`src/rtl/dphy_lane_sequencer.sv`:
```
// Per-lane D-PHY HS-entry sequencer: LP-line state tracking, HS termination control
// and 0xB8 sync search over a 2-bit-per-clock DDR stream, then LSB-first byte delivery.
module dphy_lane_sequencer #(
  parameter int unsigned SETTLE_CYCLES = 24,
  parameter int unsigned SYNC_TIMEOUT  = 255
) (
  input  logic       dphy_clk,
  input  logic       areset,
  input  logic       enable,
  input  logic       lp_p,
  input  logic       lp_n,
  input  logic [1:0] din,
  output logic       hs_term_en,
  output logic       hs_active,
  output logic [7:0] byte_out,
  output logic       byte_valid,
  output logic       sync_error
);

  // state       | meaning
  // IDLE        | lane disabled or waiting for LP-11
  // STOP        | LP-11 seen, waiting for LP-01
  // HS_RQST     | LP-01 seen, waiting for LP-00 (bridge)
  // HS_SETTLE   | termination on, waiting for the receiver to settle
  // SYNC_SEARCH | hunting for 0xB8 at either bit offset
  // HS_RX       | aligned, emitting one byte every 4 clocks
  // WAIT_STOP   | sync lost, waiting for the lane to return to LP-11
  typedef enum logic [2:0] {
    IDLE,
    STOP,
    HS_RQST,
    HS_SETTLE,
    SYNC_SEARCH,
    HS_RX,
    WAIT_STOP
  } state_t;

  localparam logic [7:0] SYNC_BYTE    = 8'hB8;
  localparam logic [9:0] SETTLE_LOAD  = 10'(SETTLE_CYCLES - 1);
  localparam logic [9:0] TIMEOUT_LOAD = 10'(SYNC_TIMEOUT - 1);

  state_t      state;
  state_t      state_nxt;
  logic        p_meta;
  logic        p_sync;
  logic        n_meta;
  logic        n_sync;
  logic [1:0]  lp;
  logic [9:0]  sr;
  logic [7:0]  win0;
  logic [7:0]  win1;
  logic        match0;
  logic        match1;
  logic [9:0]  tmr;
  logic [1:0]  phase;
  logic        offset;
  logic        byte_due;

  assign lp     = {p_sync, n_sync};
  assign win0   = sr[9:2];
  assign win1   = sr[8:1];
  assign match0 = (win0 == SYNC_BYTE);
  assign match1 = (win1 == SYNC_BYTE);

  always_ff @(posedge dphy_clk or posedge areset) begin
    if (areset) begin
      p_meta <= 1'b0;
      p_sync <= 1'b0;
      n_meta <= 1'b0;
      n_sync <= 1'b0;
    end else begin
      p_meta <= lp_p;
      p_sync <= p_meta;
      n_meta <= lp_n;
      n_sync <= n_meta;
    end
  end

  always_comb begin
    state_nxt = state;
    case (state)
      IDLE: begin
        if (lp == 2'b11) state_nxt = STOP;
      end
      STOP: begin
        if (lp == 2'b01) state_nxt = HS_RQST;
      end
      HS_RQST: begin
        // LP-10 would be escape entry, which this lane does not support
        if (lp == 2'b00) state_nxt = HS_SETTLE;
        else if (lp == 2'b11 || lp == 2'b10) state_nxt = STOP;
      end
      HS_SETTLE: begin
        if (tmr == '0) state_nxt = SYNC_SEARCH;
      end
      SYNC_SEARCH: begin
        if (match1 || match0) state_nxt = HS_RX;
        else if (tmr == '0) state_nxt = WAIT_STOP;
      end
      HS_RX: begin
        if (lp == 2'b11) state_nxt = STOP;
      end
      WAIT_STOP: begin
        if (lp == 2'b11) state_nxt = STOP;
      end
      default: state_nxt = IDLE;
    endcase
    if (!enable) state_nxt = IDLE;
  end

  assign byte_due = (state == HS_RX) && (state_nxt == HS_RX) && (phase == 2'd3);

  always_ff @(posedge dphy_clk or posedge areset) begin
    if (areset) begin
      state <= IDLE;
      sr    <= '0;
    end else begin
      state <= state_nxt;
      sr    <= {din[1], din[0], sr[9:2]};
    end
  end

  // One shared down-counter times both the settle window and the sync timeout.
  always_ff @(posedge dphy_clk or posedge areset) begin
    if (areset) begin
      tmr <= '0;
    end else if (state_nxt == HS_SETTLE && state != HS_SETTLE) begin
      tmr <= SETTLE_LOAD;
    end else if (state_nxt == SYNC_SEARCH && state != SYNC_SEARCH) begin
      tmr <= TIMEOUT_LOAD;
    end else if (tmr != '0) begin
      tmr <= tmr - 10'd1;
    end
  end

  always_ff @(posedge dphy_clk or posedge areset) begin
    if (areset) begin
      phase  <= '0;
      offset <= 1'b0;
    end else if (state == SYNC_SEARCH && state_nxt == HS_RX) begin
      phase  <= '0;
      offset <= match1;
    end else if (state == HS_RX) begin
      phase  <= phase + 2'd1;
    end
  end

  always_ff @(posedge dphy_clk or posedge areset) begin
    if (areset) begin
      hs_term_en <= 1'b0;
      hs_active  <= 1'b0;
      byte_out   <= '0;
      byte_valid <= 1'b0;
      sync_error <= 1'b0;
    end else begin
      hs_term_en <= (state_nxt == HS_SETTLE) || (state_nxt == SYNC_SEARCH) ||
                    (state_nxt == HS_RX);
      hs_active  <= (state_nxt == HS_RX);
      byte_valid <= byte_due;
      sync_error <= (state == SYNC_SEARCH) && (state_nxt == WAIT_STOP);
      if (byte_due) byte_out <= offset ? win1 : win0;
    end
  end

endmodule
```
`config.mk`:
```
export PLATFORM = sky130hd
export DESIGN_NAME = dphy_lane_sequencer
export DESIGN_NICKNAME = d
export VERILOG_FILES = /design/src/rtl/dphy_lane_sequencer.sv
export SDC_FILE = /design/constraint.sdc
export NUM_CORES = 1
export LEC_CHECK = 0
export ABC_AREA = 1
export ABC_CLOCK_PERIOD_IN_PS = 4700
export CORE_MARGIN = 5
export CORE_UTILIZATION = 60
export DETAILED_ROUTE_END_ITERATION = 8
export PLACE_DENSITY = 0.84
export SLEW_MARGIN = 0
export SYNTH_ARGS = -nofsm -noshare
export SYNTH_HDL_FRONTEND = slang
export SYNTH_SLANG_ARGS = --single-unit
```
`constraint.sdc`:
```
create_clock -name dphy_clk -period 4.7 [get_ports dphy_clk]
set_input_delay 0.47 -clock dphy_clk [delete_from_list [all_inputs] [get_ports dphy_clk]]
set_output_delay 0.47 -clock dphy_clk [all_outputs]
set_load 0.01 [all_outputs]
```
==> out/results.txt <==
Routed WL per cell = 11.6 um
DP HPWL = 2600 um
Crit path max fanout = 17
Leading area contributor after synthesis = dfrtp_1
Clk pwr share = 26.7%
Total stage count of the critical path = 11
Gpl congestion = 0.867
Max-slew violations = 0
Vert. Die Dim = 67.7 um
DRT Wirelength = 3560 um
Yosys cell types = 32
Sw Share = 32.5%
First-pass DRT Iterations = 5
Root buf cell = clkbuf_4
Final hold viol count = 0
PwrDens = 394 mW/mm^2
Vias in the first global route = 1,469
Final nets = 269
Global route overflow = 0
Most common cell after layout, fill and taps aside = nand2_1
Critical path launch point type = flop
PnR worst setup slack = 2.51 ns
Maxcap violations = 0
Comb pwr share = 24.6%
Crit-path max cell delay = 0.40 ns
IO Count = 19
TNS Setup = 0 ns
Final min period = 2.19 ns
Worst Setup End Kind = flop
Seq pwr share = 48.7%
Cell family with most CP delay = simple AND/OR/NAND/NOR gates
Warnings, synthesis = 0
Highest clock rate = 456 MHz
Starting density of the core = 60.8%
Reg2Reg Depth = 11
Post-synthesis sequential area ratio = 51.4%
Crit-path cells = inv_1, ha_1, nand2_1, nor2_2, nand3_2, a21oi_2, nand2_2, nor2_4, nand4_4, nand2_1, o21ai_2
Setup CP Type = reg -> reg
Core Area = 0.00328 mm^2
Net Count, Synth = 246
CP bufs+invs = 1
Final instance area = 0.00230 mm^2
DRC Markers = 0
Leakage power = 0.00126 uW
Status = completed
Hold Path Stages = 0
Clock sink total = 41
DP Area = 0.00221 mm^2
Post-Syn Area = 0.00200 mm^2
P_sw = 295 uW
H-tree Lvls = 2
Largest net degree at the start of global routing = 42
Hold-fix buffers at CTS = 0
Slowest stage cell, crit path = dfrtp_1
Worst-skew pair later-pin latency = 0.36 ns
Vias = 1,547
CTS-repair resized insts = 0
Rel. slew slack = 67.5%
RSZ-0062 raised after global routing = false
Vias per inst = 5.04
Commonest cells after routing, fill and taps aside = 70 x nand2_1, 41 x dfrtp_1, 34 x inv_1, 18 x clkdlybuf4s50_1, 17 x nor2_1
DRT iter0 DRCs = 96
# port buffers = 18
Pre-CTS setup slack = 2.50 ns
Antenna-violating nets left = 0
Initial antenna violation count = 0
# diodes = 0
Share of layout cells above drive strength 1 = 14.6%
Synthesized area per cell = 8.42 um^2
Post-synthesis cell count = 237
Worst Hold Class = reg -> reg
Pint = 612 uW
Worst vdd ir = 0.000271 V
Slew @ Worst Pin = 0.488 ns
Die Area = 0.00458 mm^2
# rows = 21
CP most frequent cell = nand2_1
Synth area leaders = dfrtp_1 51%, nand2_1 13%, inv_1 6.4%, o21ai_2 3.5%, nand3_1 3.3%
CTS tree = done
Final Cycle Share = 46.7%
Total CTS buffers = 5
Finished Layout Cells = 307
Die W = 67.7 um
Synth top area share = 51.4%
WP data required = 4.96 ns
GRT Total Usage = 18.2%
Seq cells post-synth = 41
First-pass GRT wire length = 6130 um
Post-CTS Setup Repair Bufs = 0
FILL cells = 247
Clk buf depth = 2
Crit path DAT = 2.45 ns
Setup violation total in the final timing report = 0
Clk pin slew, worst setup/hold paths = 0.13 ns
Worst clock skew = 0.0149 ns
Cells after DPL = 299
Area delta synth->final = 15.4%
-- final cells by class --
class	instances	area, um^2	area share [%]
clock buffer	6	51.3	2.23
clock inverter	2	37.5	1.63
inverter	40	150	6.52
multi-input combinational	153	792	34.4
sequential	41	1030	44.6
tap	46	57.6	2.50
timing repair buffer	19	188	8.15
-- per-layer routing --
layer	global-route usage [%]	up-vias	part of all wire [%]
li1	-	784	-
met1	21.5	721	45
met2	30.5	35	48
met3	3.99	7	4.3
met4	10.1	0	2.4
met5	0	-	0
-- kinds of logic after synthesis --
group                    after synthesis  synth area share [%]
AO/OA/AOI/OAI                         30                  9.72
XOR/XNOR                               1                 0.439
adder cells (fa/ha/maj)                2                  1.25
buffers and inverters                 43                  8.90
flip-flops                            41                  51.4
multiplexers                           2                  1.07
AND/OR/NAND/NOR                      118                  27.2
-- synthesized netlist by cell type --
library cell / instances
a21oi_1: 3
a21oi_2: 1
nand4_4: 1
o21ai_2: 8
buf_6: 2
nor2_4: 1
or3b_2: 1
nand4_1: 2
o21ai_0: 13
or2_2: 1
dfrtp_1: 41
ha_1: 2
o31ai_1: 1
nor3_4: 1
inv_2: 6
a21boi_0: 1
nor2_1: 17
inv_1: 34
xor2_1: 1
mux2_2: 1
nor3_1: 3
mux2i_1: 1
nand2_2: 4
o21bai_1: 1
o21ai_1: 1
nand4_2: 1
nor2_2: 2
nand3_2: 1
nand3_1: 13
nand2_1: 70
o21a_1: 1
buf_2: 1
-- flip-flops by register name, indices dropped and copies added, names as in the netlist, 2 cells and up --
name and cells:
tmr 10, sr 9, byte_out 8, state 3, phase 2
-- power groups by stage --
stage	logic [uW]	registers, uW	clock network (uW)
2_1_floorplan	179	440	0
3_3_place_gp	217	447	0
3_5_place_dp	221	448	0
4_1_cts	226	441	248
5_1_grt	259	449	260
6_report	223	442	242
-- final timing paths --
path	start	end	slack [ns]
setup reg to reg	tmr[0]	byte_out[3]	2.51
max in group asynchronous	areset	p_meta	3.84
setup / recovery	tmr[0]	byte_out[3]	2.51
min in group asynchronous	areset	p_sync	0.52
hold / removal	p_meta	p_sync	0.36
hold reg to reg	p_meta	p_sync	0.36
-- worst register-to-register path: stages, from the launching register on --
cell and delay, ns:
dfrtp_1 0.40, inv_1 0.08, ha_1 0.20, nand2_1 0.08, nor2_2 0.12, nand3_2 0.23
a21oi_2 0.22, nand2_2 0.11, nor2_4 0.15, nand4_4 0.27, nand2_1 0.17, o21ai_2 0.06
-- stage by stage --
stage / power, uW / hold slack, ns / util (%)
2_1_floorplan: 619 / 0.331 / -
3_3_place_gp: 664 / 0.332 / 67.4
3_5_place_dp: 669 / 0.348 / 67.4
4_1_cts: 915 / 0.375 / 70.1
5_1_grt: 968 / 0.381 / 70.1
6_report: 907 / 0.361 / 70.1
No activity file was read; power rests on OpenSTA's default activity.
